==> src/rtl/pc_pkg.sv <==
// rtl/pc_pkg.sv - shared constants for the fetch-stage program-counter generator
package pc_pkg;

    localparam logic [1:0] S_RESET = 2'b00;
    localparam logic [1:0] S_START = 2'b01;
    localparam logic [1:0] S_RUN   = 2'b10;

    localparam logic CHIP_ENABLE  = 1'b1;
    localparam logic CHIP_DISABLE = 1'b0;

    localparam logic STOP    = 1'b1;
    localparam logic NO_STOP = 1'b0;

    localparam logic [31:0] DEFAULT_RESET_VEC = 32'h0000_0000;

endpackage

==> src/rtl/pc_redirect_hold.sv <==
// rtl/pc_redirect_hold.sv - one-entry buffer holding a branch target across a fetch stall
module pc_redirect_hold #(
    parameter int ADDR_W = 32
) (
    input  logic              clk,
    input  logic              rst,
    input  logic              load,
    input  logic              clear,
    input  logic [ADDR_W-1:0] data_in,
    output logic [ADDR_W-1:0] data_out,
    output logic              valid
);

    logic [ADDR_W-1:0] target;

    // clear wins so a flush in the same cycle as a load leaves the buffer empty
    always_ff @(posedge clk or negedge rst) begin
        if (!rst) begin
            valid  <= 1'b0;
            target <= '0;
        end else if (clear) begin
            valid <= 1'b0;
        end else if (load) begin
            valid  <= 1'b1;
            target <= data_in;
        end
    end

    assign data_out = target;

endmodule

==> src/rtl/pc_gen.sv <==
// rtl/pc_gen.sv - program-counter generator with branch, flush and stall-held redirect
module pc_gen
    import pc_pkg::*;
#(
    parameter int                ADDR_W     = 32,
    parameter int                INST_BYTES = 4,
    parameter logic [ADDR_W-1:0] RESET_VEC  = ADDR_W'(DEFAULT_RESET_VEC),
    parameter int                STALL_W    = 6
) (
    input  logic               clk,
    input  logic               rst,
    input  logic [STALL_W-1:0] stall,
    input  logic               branch_flag,
    input  logic [ADDR_W-1:0]  branch_target,
    input  logic               flush,
    input  logic [ADDR_W-1:0]  flush_target,
    output logic [ADDR_W-1:0]  pc,
    output logic               ce,
    output logic               redirect_pending
);

    logic [1:0]        state;
    logic [1:0]        state_next;
    logic [ADDR_W-1:0] pc_next;
    logic [ADDR_W-1:0] pc_seq;
    logic [ADDR_W-1:0] held_target;
    logic              held_valid;
    logic              hold_load;
    logic              hold_clear;
    logic              fetch_stall;
    logic              unused_stall;

    assign fetch_stall  = stall[0];
    assign unused_stall = ^stall;
    assign pc_seq       = pc + ADDR_W'(INST_BYTES);

    always_comb begin
        state_next = state;
        case (state)
            S_RESET: state_next = S_START;
            S_START: state_next = S_RUN;
            S_RUN:   state_next = S_RUN;
            default: state_next = S_RESET;
        endcase
    end

    always_ff @(posedge clk or negedge rst) begin
        if (!rst) begin
            state <= S_RESET;
        end else begin
            state <= state_next;
        end
    end

    // S_START advances past RESET_VEC but ignores redirects; S_RUN applies the full priority chain
    always_comb begin
        pc_next    = pc;
        hold_load  = 1'b0;
        hold_clear = 1'b0;
        case (state)
            S_START: begin
                if (fetch_stall == NO_STOP) begin
                    pc_next = pc_seq;
                end
            end
            S_RUN: begin
                if (flush) begin
                    pc_next    = flush_target;
                    hold_clear = 1'b1;
                end else if (fetch_stall == STOP) begin
                    hold_load = branch_flag;
                end else if (branch_flag) begin
                    pc_next    = branch_target;
                    hold_clear = 1'b1;
                end else if (held_valid) begin
                    pc_next    = held_target;
                    hold_clear = 1'b1;
                end else begin
                    pc_next = pc_seq;
                end
            end
            default: pc_next = RESET_VEC;
        endcase
    end

    always_ff @(posedge clk or negedge rst) begin
        if (!rst) begin
            pc <= RESET_VEC;
        end else begin
            pc <= pc_next;
        end
    end

    pc_redirect_hold #(
        .ADDR_W (ADDR_W)
    ) u_hold (
        .clk      (clk),
        .rst      (rst),
        .load     (hold_load),
        .clear    (hold_clear),
        .data_in  (branch_target),
        .data_out (held_target),
        .valid    (held_valid)
    );

    assign ce               = (state == S_RESET) ? CHIP_DISABLE : CHIP_ENABLE;
    assign redirect_pending = held_valid;

endmodule
==> config.mk <==
export PLATFORM = sky130hd
export DESIGN_NAME = pc_gen
export DESIGN_NICKNAME = d
export VERILOG_FILES = /design/src/rtl/pc_pkg.sv /design/src/rtl/pc_redirect_hold.sv /design/src/rtl/pc_gen.sv
export SDC_FILE = /design/constraint.sdc
export NUM_CORES = 1
export LEC_CHECK = 0
export ABC_AREA = 1
export CAP_MARGIN = 15
export CORE_UTILIZATION = 45
export CTS_CLUSTER_DIAMETER = 120
export DETAILED_ROUTE_END_ITERATION = 16
export PLACE_DENSITY = 0.73
export SYNTH_ARGS = -nofsm -noshare
export SYNTH_HDL_FRONTEND = slang
export SYNTH_HIERARCHICAL = 1
export SYNTH_SLANG_ARGS = --single-unit
==> constraint.sdc <==
create_clock -name clk -period 2.58 [get_ports clk]
set_clock_uncertainty 0.1 [all_clocks]
set_input_delay 0.258 -clock clk [delete_from_list [all_inputs] [get_ports clk]]
set_output_delay 0.258 -clock clk [all_outputs]
set_load 0.03 [all_outputs]
Word level (Yosys, flattened, before mapping)

Index checks and enable logic that the tools add are counted.

Input bits: 74
Logic and storage cells: 33
Bits in read-only memories: 0
Output and inout bits: 34
Bits in latches: 0
Bits in writable memories: 0
Register bits: 67
Memories: 0

Muxes and demuxes: 18
Bitwise logic cells: 1
Multipliers: 0
Equal/unequal tests: 4
Add/subtract/negate cells: 1
Divide/modulo/power cells: 0
Reduce and logical (&&, ||, !) cells: 5
Shift operators: 0
Order comparisons: 0

Operators by type and width:

| kind                    | count |
|---|---|
| $mux W32                | 5 |
| $pmux W32 S2            | 1 |
| $add A32 B3 Y32 const B | 1 |
| $mux W1                 | 11 |
| $pmux W2 S2             | 1 |
| $reduce_and A2 Y1       | 2 |
| $ne A3 B3 Y1 const B    | 1 |
| $eq A2 B1 Y1 const B    | 1 |
| $eq A2 B2 Y1 const B    | 1 |
| $logic_not A2 Y1        | 1 |
| $ne A2 B2 Y1 const B    | 1 |
| $reduce_bool A2 Y1      | 1 |
| $reduce_or A2 Y1        | 1 |
| $not A1 Y1              | 1 |

Logic depth before layout (Yosys ltp)

Gate-level depths: netlist of the first run.

Word-level depth: 7
Mapped depth: 14
Mapped depth without buffers: 14

Modules after synthesis

Netlist of the first run, hierarchy kept.

By module, submodules not included:

| module           | cells each | sequential area each (um^2) | times used | area an instance (um^2) |
|---|---|---|---|---|
| pc_gen           | 547        | 850.8                       | 1          | 3290.7 |
| pc_redirect_hold | 143        | 825.8                       | 1          | 1331.3 |

Least setup slack after synthesis of the first run

Ideal clock, no wire load.

Path type: register to register
From: register pc[3]
To: register pc[26]
Required time: 2363 ps
Clock period less this slack: 1908 ps
Cell stages (with the launch flop): 15
Buffers on the path: 0
Library setup time: 117 ps
Data arrival time: 1691 ps
Setup slack: 672 ps
Cells stage by stage: dfrtp_1 ha_1 nand2_1 nor2_2 nand2_2 nor2_4 nand2_1 nand2_1 nand3_1 nand2_1 nand2_1 nand2_1 nand2_1 nand2_1 nand2_1

Word-level cells in the longest chain between the ends: 6
Elaborated cells on any way between the ends: 7
Those cells by class: add/sub: 1; mux: 6

Ends and longest elaborated chain:

| element                | RTL line     | text |
|---|---|---|
| start, declared        | pc_gen.sv:17 | `output logic [ADDR_W-1:0] pc,` |
| start signal, assigned | pc_gen.sv:90 | `pc <= pc_next;` |
| $add A32 B3 Y32 *      | pc_gen.sv:35 | `assign pc_seq = pc + ADDR_W'(INST_BYTES);` |
| $mux W32               | pc_gen.sv:75 | `end else if (held_valid) begin` |
| $mux W32               | pc_gen.sv:72 | `end else if (branch_flag) begin` |
| $mux W32               | pc_gen.sv:70 | `end else if (fetch_stall == STOP) begin` |
| $mux W32               | pc_gen.sv:67 | `if (flush) begin` |
| $pmux W32 S2 *         | pc_gen.sv:60 | `case (state)` |

Mark *: on every way between the ends. The rest lies on a longest branch, timed or not. The select of a mux whose other input is x is not followed.
A chain may end at the register's enable or synchronous reset.

Final worst setup path of the first run

From: register state[1]
To: register pc[17]

Word-level cells in the longest chain between the ends: 3
Elaborated cells on any way between the ends: 6
Those cells by class: eq/ne: 4; mux: 1; reduce/logical: 1

Ends and longest elaborated chain:

| element                                                       | RTL line     | text |
|---|---|---|
| start, declared                                               | pc_gen.sv:22 | `logic [1:0] state;` |
| start signal, assigned                                        | pc_gen.sv:51 | `state <= state_next;` |
| $eq A2 B2 Y1 or $eq A2 B1 Y1 (tied branches)                  | pc_gen.sv:60 |  |
| $ne A3 B3 Y1 (no source line) or $ne A2 B2 Y1 (tied branches) | --           |  |
| $reduce_and A2 Y1 (no source line)                            | --           |  |

Parallel ways exist; a longest one is shown, timed or not.

==> summary by stage, run 1 <==
Layout
The count of non-filler cells in the finished layout is just over 900. The number of antenna repair diodes is 0. The area growth from synthesis to layout is 28.5%. The layout has between 900 and 1000 filler cells.

The layout net count is 867. The total area of multi-input combinational cells is about 2600 um2. In the final layout, flip-flops and latches occupy about 1700 um2. The layout cell share with drive strength beyond 1 is 7.59%. Once layout is done, the placed cells without fillers occupy a little under 6000 um2.

Global route
The number of antenna violations at the first check in global routing is 0. In the global route stage, overall resource usage came out at 29.9%. The total congestion overflow is 0. Entering global routing, the biggest net connects 34 pins.

The via count of the first global-routing pass is 4670. The first global-routing pass estimated between 20000 and 25000 um of wire.

STA
In this run the tightest slew margin relative to its limit is 59.7%. Setup repair after global routing left no endpoint under its margin. The clock period minus final worst setup slack is roughly 2.4 ns.

The actual transition at the worst max-transition pin is a little over 0.6 ns. The total count of max-transition violations in the final report was 0. The post-route clock period utilization is just over 90%. The worst setup margin is ~0.18 ns. The final-report setup violation count is 0. The final hold violation count is 0. Setup total negative slack on the finished layout was measured at 0 ns. Derived from the worst setup path, the maximum achievable clock frequency is ~420 MHz.

Setup path
STA puts the critical path data required time at approximately 2.7 ns. The stage delay of the slowest cell on the critical path is 0.44 ns. STA puts the critical path data arrival time at between 2 and 3 ns.

The category of the worst setup path capture point is a flop. The cell family contributing the most delay on the critical path is buffers and inverters. The critical path contains buffers and inverters numbering 4 combined. The type of element launching the critical path is a flop. Walking the worst path, the cells encountered are inv_1 -> ha_1 -> inv_1 -> a21oi_4 -> inv_2 -> nand2_1 -> inv_2 -> o21ai_1 -> o21ai_1. For this design, the slowest cell found on the critical path is sky130_fd_sc_hd__inv_2. By startpoint and endpoint, the worst setup path is classified as reg -> reg. The maximum fanout encountered on the critical timing path is 27.

Placement
Before CTS, the worst setup slack after placement is roughly 0.20 ns. The final HPWL from detailed placement is about 11000 um. The number of port buffers is 102. At the end of routability-driven placement, the weighted congestion stood at between 0.8 and 0.9. After detailed placement, the total cell area comes to 5740 um2.

The cell count after placement is 908.

Clock tree
The number of clock buffers inserted by TritonCTS is 9. The number of buffers on the longest clock path is 2. The clock slew at the register clock pins of the worst setup and hold paths is ~0.08 ns. The root buffer cell chosen for the clock tree is sky130_fd_sc_hd__clkbuf_8. The level count of the clock H-tree is 3. The buffers inserted during post-CTS setup optimization is 0.

The clock tree from TritonCTS is built. For this design, the sink count on the clock tree is 67. The clock network latency to the later pin of the worst-skew pair is ~0.34 ns.

Die
The number of top-level design ports is 108. Measured along the x axis, the die boundary spans around 100 um. The cell row count is 36. The height of the die is between 100 and 150 um. The core outline area is ~9900 um2.

The area enclosed by the die boundary is 10700 um2. The initial standard-cell utilization of the core is a little under half.

Detailed routing
For this run, the detailed router's first-pass iteration total came to 7. Wires add up to 15100 um. The detail-routed via count per cell is 5.57. Detailed routing inserted a total of ~5100 vias. The residual antenna-violating net count after detailed routing is 0. In the final routed layout, each cell accounts on average for 16.3 um. The count of unresolved DRC violations after routing is 0.

For this block, the initial DRC count from the detailed router was about 350.

Synthesis
After synthesis, the cell types taking the most area are sky130_fd_sc_hd__dfrtp_1 (36%), sky130_fd_sc_hd__nand2_1 (21%), sky130_fd_sc_hd__nand3_1 (8.1%). Counting every instance in the synthesized netlist gives 690. In this run, synthesis inferred 0 flip-flops with an integrated enable. The mapped netlist covers between 4000 and 5000 um2.

The count of unique library cells instantiated by Yosys is between 40 and 50. The total number of yosys warnings is 6. The most used flip-flop cell after synthesis is sky130_fd_sc_hd__dfrtp_1. The synthesized design contains 67 register bits.

By count the netlist is led by sky130_fd_sc_hd__nand2_1 (262), sky130_fd_sc_hd__nand3_1 (75), sky130_fd_sc_hd__nor2_1 (71). The most numerous cell in the Yosys netlist is sky130_fd_sc_hd__nand2_1. The post-synthesis async set-or-reset flop share is between 90% and 100%. The area share of the largest cell type after synthesis is a little over a third. The library cell with the largest summed area after synthesis is sky130_fd_sc_hd__dfrtp_1. Each instance of the synthesized netlist takes up on average 6.70 um2. Synthesis produced a netlist with a net count of slightly below 800. The sequential area share after synthesis is between 30% and 40%.

Power and ir drop
The power density normalized to cell area is about 540 nW/um2. After layout, the design draws a total of between 3 and 4 mW. The peak supply drop is a little under 0.3 mV.

In this run the static leakage power is 2.79 nW.

Run status
The run finished with clean final reports.

Run
Across the run, the number of max-cap violations was 0.

Hold path
The path class of the lowest-slack min-delay path is in -> async.
==> cell families (layout without fill, tap and decap cells) <==
logic type / count (synthesis) / after routing / synth area share, %
and+or+nand+nor: 432 / 432 / 39.1
adders and majority gates: 6 / 6 / 1.62
AOI/OAI and AO/OA: 107 / 107 / 14.6
xor gates and xnor gates: 4 / 4 / 0.921
buffers and inverters: 74 / 175 / 7.47
DFF: 67 / 67 / 36.3
==> area by class of cell <==
type                       count  area share (%)
inverter                      41            2.59
tap                          133            2.80
clock inverter                 4           0.864
clock buffer                  11            2.38
multi-input combinational    549            43.8
sequential                    67            28.2
timing repair buffer         119            19.3
==> sequential cells by signal, summed over array words and instances, names as in the netlist <==
signal	flops
u_hold/valid	1
u_hold/data_out	32
pc	32
state	2
==> metrics by stage <==
| step | util (%) | hold slack, ns |
|---|---|---|
| finish | 60.2 | 0.348 |
| global route | 60.2 | 0.395 |
| CTS | 60.2 | 0.353 |
| detailed placement | 58.1 | 0.182 |
| global placement | 58.1 | 0.174 |
| floorplan | - | -0.138 |
==> report_power, final <==
part	switching, mW	leakage [nW]	internal (mW)	total (mW)
combinational	0.539	1.88	0.385	0.924
clock	0.427	0.0954	0.469	0.895
sequential	0.151	0.813	1.21	1.36
total	1.12	2.79	2.07	3.18
==> layout by cell type, fill, tap and decap left out, types with 2 or more instances in the layout <==
cell type                           n
sky130_fd_sc_hd__nand2_1          262
sky130_fd_sc_hd__clkdlybuf4s50_1  101
sky130_fd_sc_hd__nand3_1           75
sky130_fd_sc_hd__nor2_1            70
sky130_fd_sc_hd__dfrtp_1           67
sky130_fd_sc_hd__inv_1             31
sky130_fd_sc_hd__o21ai_0           31
sky130_fd_sc_hd__a21oi_1           18
sky130_fd_sc_hd__o21ai_1           17
sky130_fd_sc_hd__a221oi_1          17
sky130_fd_sc_hd__buf_4             16
sky130_fd_sc_hd__clkbuf_8          10
sky130_fd_sc_hd__inv_2              8
sky130_fd_sc_hd__ha_1               6
sky130_fd_sc_hd__nor2_2             5
sky130_fd_sc_hd__o22ai_1            5
sky130_fd_sc_hd__nor2_4             5
sky130_fd_sc_hd__o211ai_1           4
sky130_fd_sc_hd__a31o_2             4
sky130_fd_sc_hd__nand2_2            3
sky130_fd_sc_hd__a22o_1             3
sky130_fd_sc_hd__and3_1             3
sky130_fd_sc_hd__clkinv_1           2
sky130_fd_sc_hd__o21bai_1           2
sky130_fd_sc_hd__xnor2_1            2
sky130_fd_sc_hd__nand4_1            2
sky130_fd_sc_hd__or2_0              2
sky130_fd_sc_hd__a21o_1             2
==> per-layer routing <==
metal / GRT usage (%) / share of wire (%) / vias to the layer above
met5: 0 / 0 / -
met4: 8.45 / 2.2 / 0
met3: 3.97 / 8.0 / 23
met2: 45.9 / 45 / 254
met1: 43.9 / 44 / 2409
li1: - / - / 2462
==> worst paths after layout <==
| kind | from | endpoint | slack (ns) | depth (start not counted) |
|---|---|---|---|---|
| hold / removal | rst | u_hold/data_out[2] | 0.35 | 2 |
| hold reg to reg | u_hold/data_out[31] | u_hold/data_out[31] | 0.37 | 2 |
| max in group asynchronous | rst | pc[30] | 1.24 | 3 |
| min in group clk | u_hold/data_out[31] | u_hold/data_out[31] | 0.37 | 2 |
| setup / recovery | state[1] | pc[17] | 0.18 | 9 |
| setup reg to reg | state[1] | pc[17] | 0.18 | 9 |
==> repair_timing <==
action	4_1_cts	5_1_grt
endpoints found under the hold margin	23	0
hold buffers	1	0
resized for setup	0	0
Note: power is estimated with default switching activity, not from simulation.
==> inputs of run 2 (changes only) <==
--- a/config.mk
+++ b/config.mk
@@ -6,11 +6,12 @@
 export NUM_CORES = 1
 export LEC_CHECK = 0
 export ABC_AREA = 1
+export ABC_CLOCK_PERIOD_IN_PS = 2580
 export CAP_MARGIN = 15
-export CORE_UTILIZATION = 45
+export CORE_UTILIZATION = 51
 export CTS_CLUSTER_DIAMETER = 120
 export DETAILED_ROUTE_END_ITERATION = 16
-export PLACE_DENSITY = 0.73
+export PLACE_DENSITY = 0.81
 export SYNTH_ARGS = -nofsm -noshare
 export SYNTH_HDL_FRONTEND = slang
 export SYNTH_HIERARCHICAL = 1
==> run 2 against run 1 <==
Power grew 6.5%. Via count is essentially flat. Clock power grew 21%. Cell count shrank 2.6%. Count of clock-buffer cells in the layout shrank 2. Non-clock buffer count grew 1. Register-to-register slack gained 0.16 ns. Cell area grew 0.61%. Fmax grew 7.0%.
==> summary by stage, run 2 (same netlist as run 1, synthesis figures left out) <==
Clock tree
The clock network latency to the later pin of the worst-skew pair is 0.36 ns. The number of clock sinks is between 60 and 70. The root buffer cell chosen for the clock tree is sky130_fd_sc_hd__clkbuf_8. After clock tree synthesis, the clock-pin slew on the worst setup and hold paths is ~0.080 ns. No sink is reached through more buffers than the 2 on the longest clock path. Clock tree synthesis inserted a total of 9 buffers. The buffers inserted during post-CTS setup optimization is 0. In this run the number of H-tree levels came out at 3. TritonCTS built the clock tree.

Global route
The maximum number of pins on one net before global-route repair is 34. The total congestion overflow is 0. The number of antenna violations at the first check in global routing is 0. The via count of the first global-routing pass is 4960. The wire length of the first global-routing pass is ~24000 um.

The overall fraction of global-route tracks in use is roughly 33%.

STA
Summed over all failing endpoints, the final setup total negative slack is 0 ns. The total count of max-transition violations in the final report is 0. The post-route clock period utilization is between 80 and 90%. The final-report setup violation count is 0. The top achievable clock speed is around 450 MHz. The clock period minus final worst setup slack is 2.24 ns. At the pin with the least slew margin, the transition time is roughly 0.76 ns. Headroom to the max-slew limit came out at roughly 49%. Across all setup checks in the final design, the least slack found is ~0.34 ns. Setup repair after global routing left no endpoint under its margin.

The final hold violation count is 0.

Power and ir drop
In this run the static leakage power is 2.81 nW. The power density normalized to cell area is ~570 nW/um2. The total power after layout is 3.39 mW. IR analysis of the VDD net gives a maximum drop of around 0.36 mV.

Setup path
The number of cells on the worst reg-to-reg path is 9. On the critical path the largest part of the delay comes from buffers and inverters. The endpoint required time on the critical path is between 2 and 3 ns. Together, buffers and inverters on the worst path number 4. The critical path data arrival time is 2.43 ns. The capture point of the worst reg-to-reg path is pc[14]. The setup path with the least slack is of type reg -> reg. The most critical setup path has its endpoint at pc[14].

The setup slack of the most critical reg-to-reg path is 0.34 ns. In this run the critical register-to-register path is launched from state[1]. The beginning of the critical path is state[1]. The stage delay of the slowest cell on the critical path is roughly 0.37 ns. Walking the worst path, the cells encountered are inv_1 -> ha_1 -> inv_1 -> a21oi_4 -> inv_2 -> nand2_1 -> inv_4 -> o21ai_1 -> o21ai_1.

The highest-delay cell along the critical path is sky130_fd_sc_hd__dfrtp_1. The worst setup path is launched from a flop. The critical path crosses 9 cells after its start point.

The category of the worst setup path capture point is a flop. The maximum fanout encountered on the critical timing path is 27.

Detailed routing
The number of vias after detailed routing is ~5100. The first TritonRoute pass finished after 5 iterations. The routed wire length per instance is ~17 um.

After detailed routing, the met2 layer carries around 7100 um of wire. In the routed design, unresolved DRC markers number 0. The final layout contains routed wiring with a total length of 15000 um.

The number of DRC markers after the initial detailed-route iteration is ~370. Dividing the detail-routed via count by the number of cells gives about 5.7. The residual antenna-violating net count after detailed routing is 0.

The met3 wirelength from detailed routing is between 1000 and 1500 um. In the final routing, the length of wire on met1 measures 6460 um. The highest metal layer carrying signal wires in the routed design is met4.

Die
The floorplan has 34 rows. The floorplan step defined a die boundary enclosing 9450 um2. The die is approximately 97 um wide. The initial utilization of the core area, before any placement, comes to between 50% and 60%. The height of the die is 97.2 um. The number of top-level design ports is roughly 110. The core region is a little under 9000 um2.

Hold path
The worst hold path belongs to the class reg -> reg.

Layout
The library cells used most frequently in the layout, excluding fill and tap cells, are sky130_fd_sc_hd__nand2_1 (262), sky130_fd_sc_hd__clkdlybuf4s50_1 (101), sky130_fd_sc_hd__nand3_1 (75), sky130_fd_sc_hd__nor2_1 (70), sky130_fd_sc_hd__dfrtp_1 (67). Relative to the synthesized area, the layout overhead comes to 29.3%. The repair_antennas step left the layout with diodes totalling 0. The layout net count is between 800 and 900. Fill cells in the final layout number 764. The leading cell type in the layout, fill and taps excluded is sky130_fd_sc_hd__nand2_1. Cells with a size suffix above 1 make up 7.83% of the layout.

The count of non-filler cells in the finished layout is 900.

Placement
The final HPWL from detailed placement is ~11000 um. The cell count after placement is 884. The number of port buffers is a little over 100.

The global placement routability congestion is ~0.99. Prior to clock tree synthesis, the placed netlist has a worst setup slack of around 0.21 ns.

Run
Across the run, the number of max-cap violations was 0.

Run status
The run finished with clean final reports.
==> run 2: cell types whose count changed in the layout (fill, tap and decap cells not counted), sizes merged <==
cell and change:
buf +1, clkinv -2, clkbuf -2, inv +1, clkinvlp +1, bufinv +2
==> run 2: final cells by class <==
class | instances | area, um2 | area share, %
multi-input combinational | 549 | 2600 | 43.6
sequential | 67 | 1680 | 28.1
timing repair buffer | 120 | 1170 | 19.5
inverter | 41 | 156 | 2.62
tap | 108 | 135 | 2.26
clock buffer | 9 | 124 | 2.07
clock inverter | 6 | 114 | 1.91
==> run 2: layer usage <==
metal,vias up,track usage (%)
met5,-,0
met4,0,13.4
met3,27,5.54
met2,249,52.4
met1,2400,43.4
li1,2471,-
==> run 2: how the worst min path moves through the flow <==
stage | startpoint | to | slack [ns] | cells past startpoint
finish | u_hold/data_out[15] | u_hold/data_out[15] | 0.38 | 2
global route | u_hold/data_out[15] | u_hold/data_out[15] | 0.40 | 2
CTS | u_hold/data_out[15] | u_hold/data_out[15] | 0.38 | 2
detailed placement | rst | pc[6] | 0.26 | 1
global placement | rst | pc[6] | 0.25 | 1
floorplan | rst | pc[0] | -0.14 | 0
==> run 2: what timing repair did <==
item / in CTS / in global routing
endpoints found under the setup margin: 0 / 4
resized for setup: 0 / 2
hold buffers: 1 / 0
endpoints found under the hold margin: 30 / 0
==> run 2: metrics by stage <==
stage	hold WS, ns	util (%)	cell area (um2)
2_1_floorplan	-0.138	-	4620
3_3_place_gp	0.251	65.3	5720
3_5_place_dp	0.261	65.3	5720
4_1_cts	0.377	68.1	5970
5_1_grt	0.401	68.2	5970
6_report	0.377	68.2	5970
==> run 2: power by group <==
part,total (mW),switching (mW),internal [mW]
Combinational,0.936,0.547,0.389
Clock,1.08,0.443,0.640
Sequential,1.37,0.158,1.21
Total,3.39,1.15,2.24
==> run 2: worst reg2reg max path: cells and delay by family, from the launching register on <==
kind	cells	cell delay, ns
adder cells (fa/ha/maj)	1	0.20
AO/OA/AOI/OAI	3	0.33
buffers and inverters	4	0.96
flip-flops	1	0.37
AND/OR/NAND/NOR	1	0.23
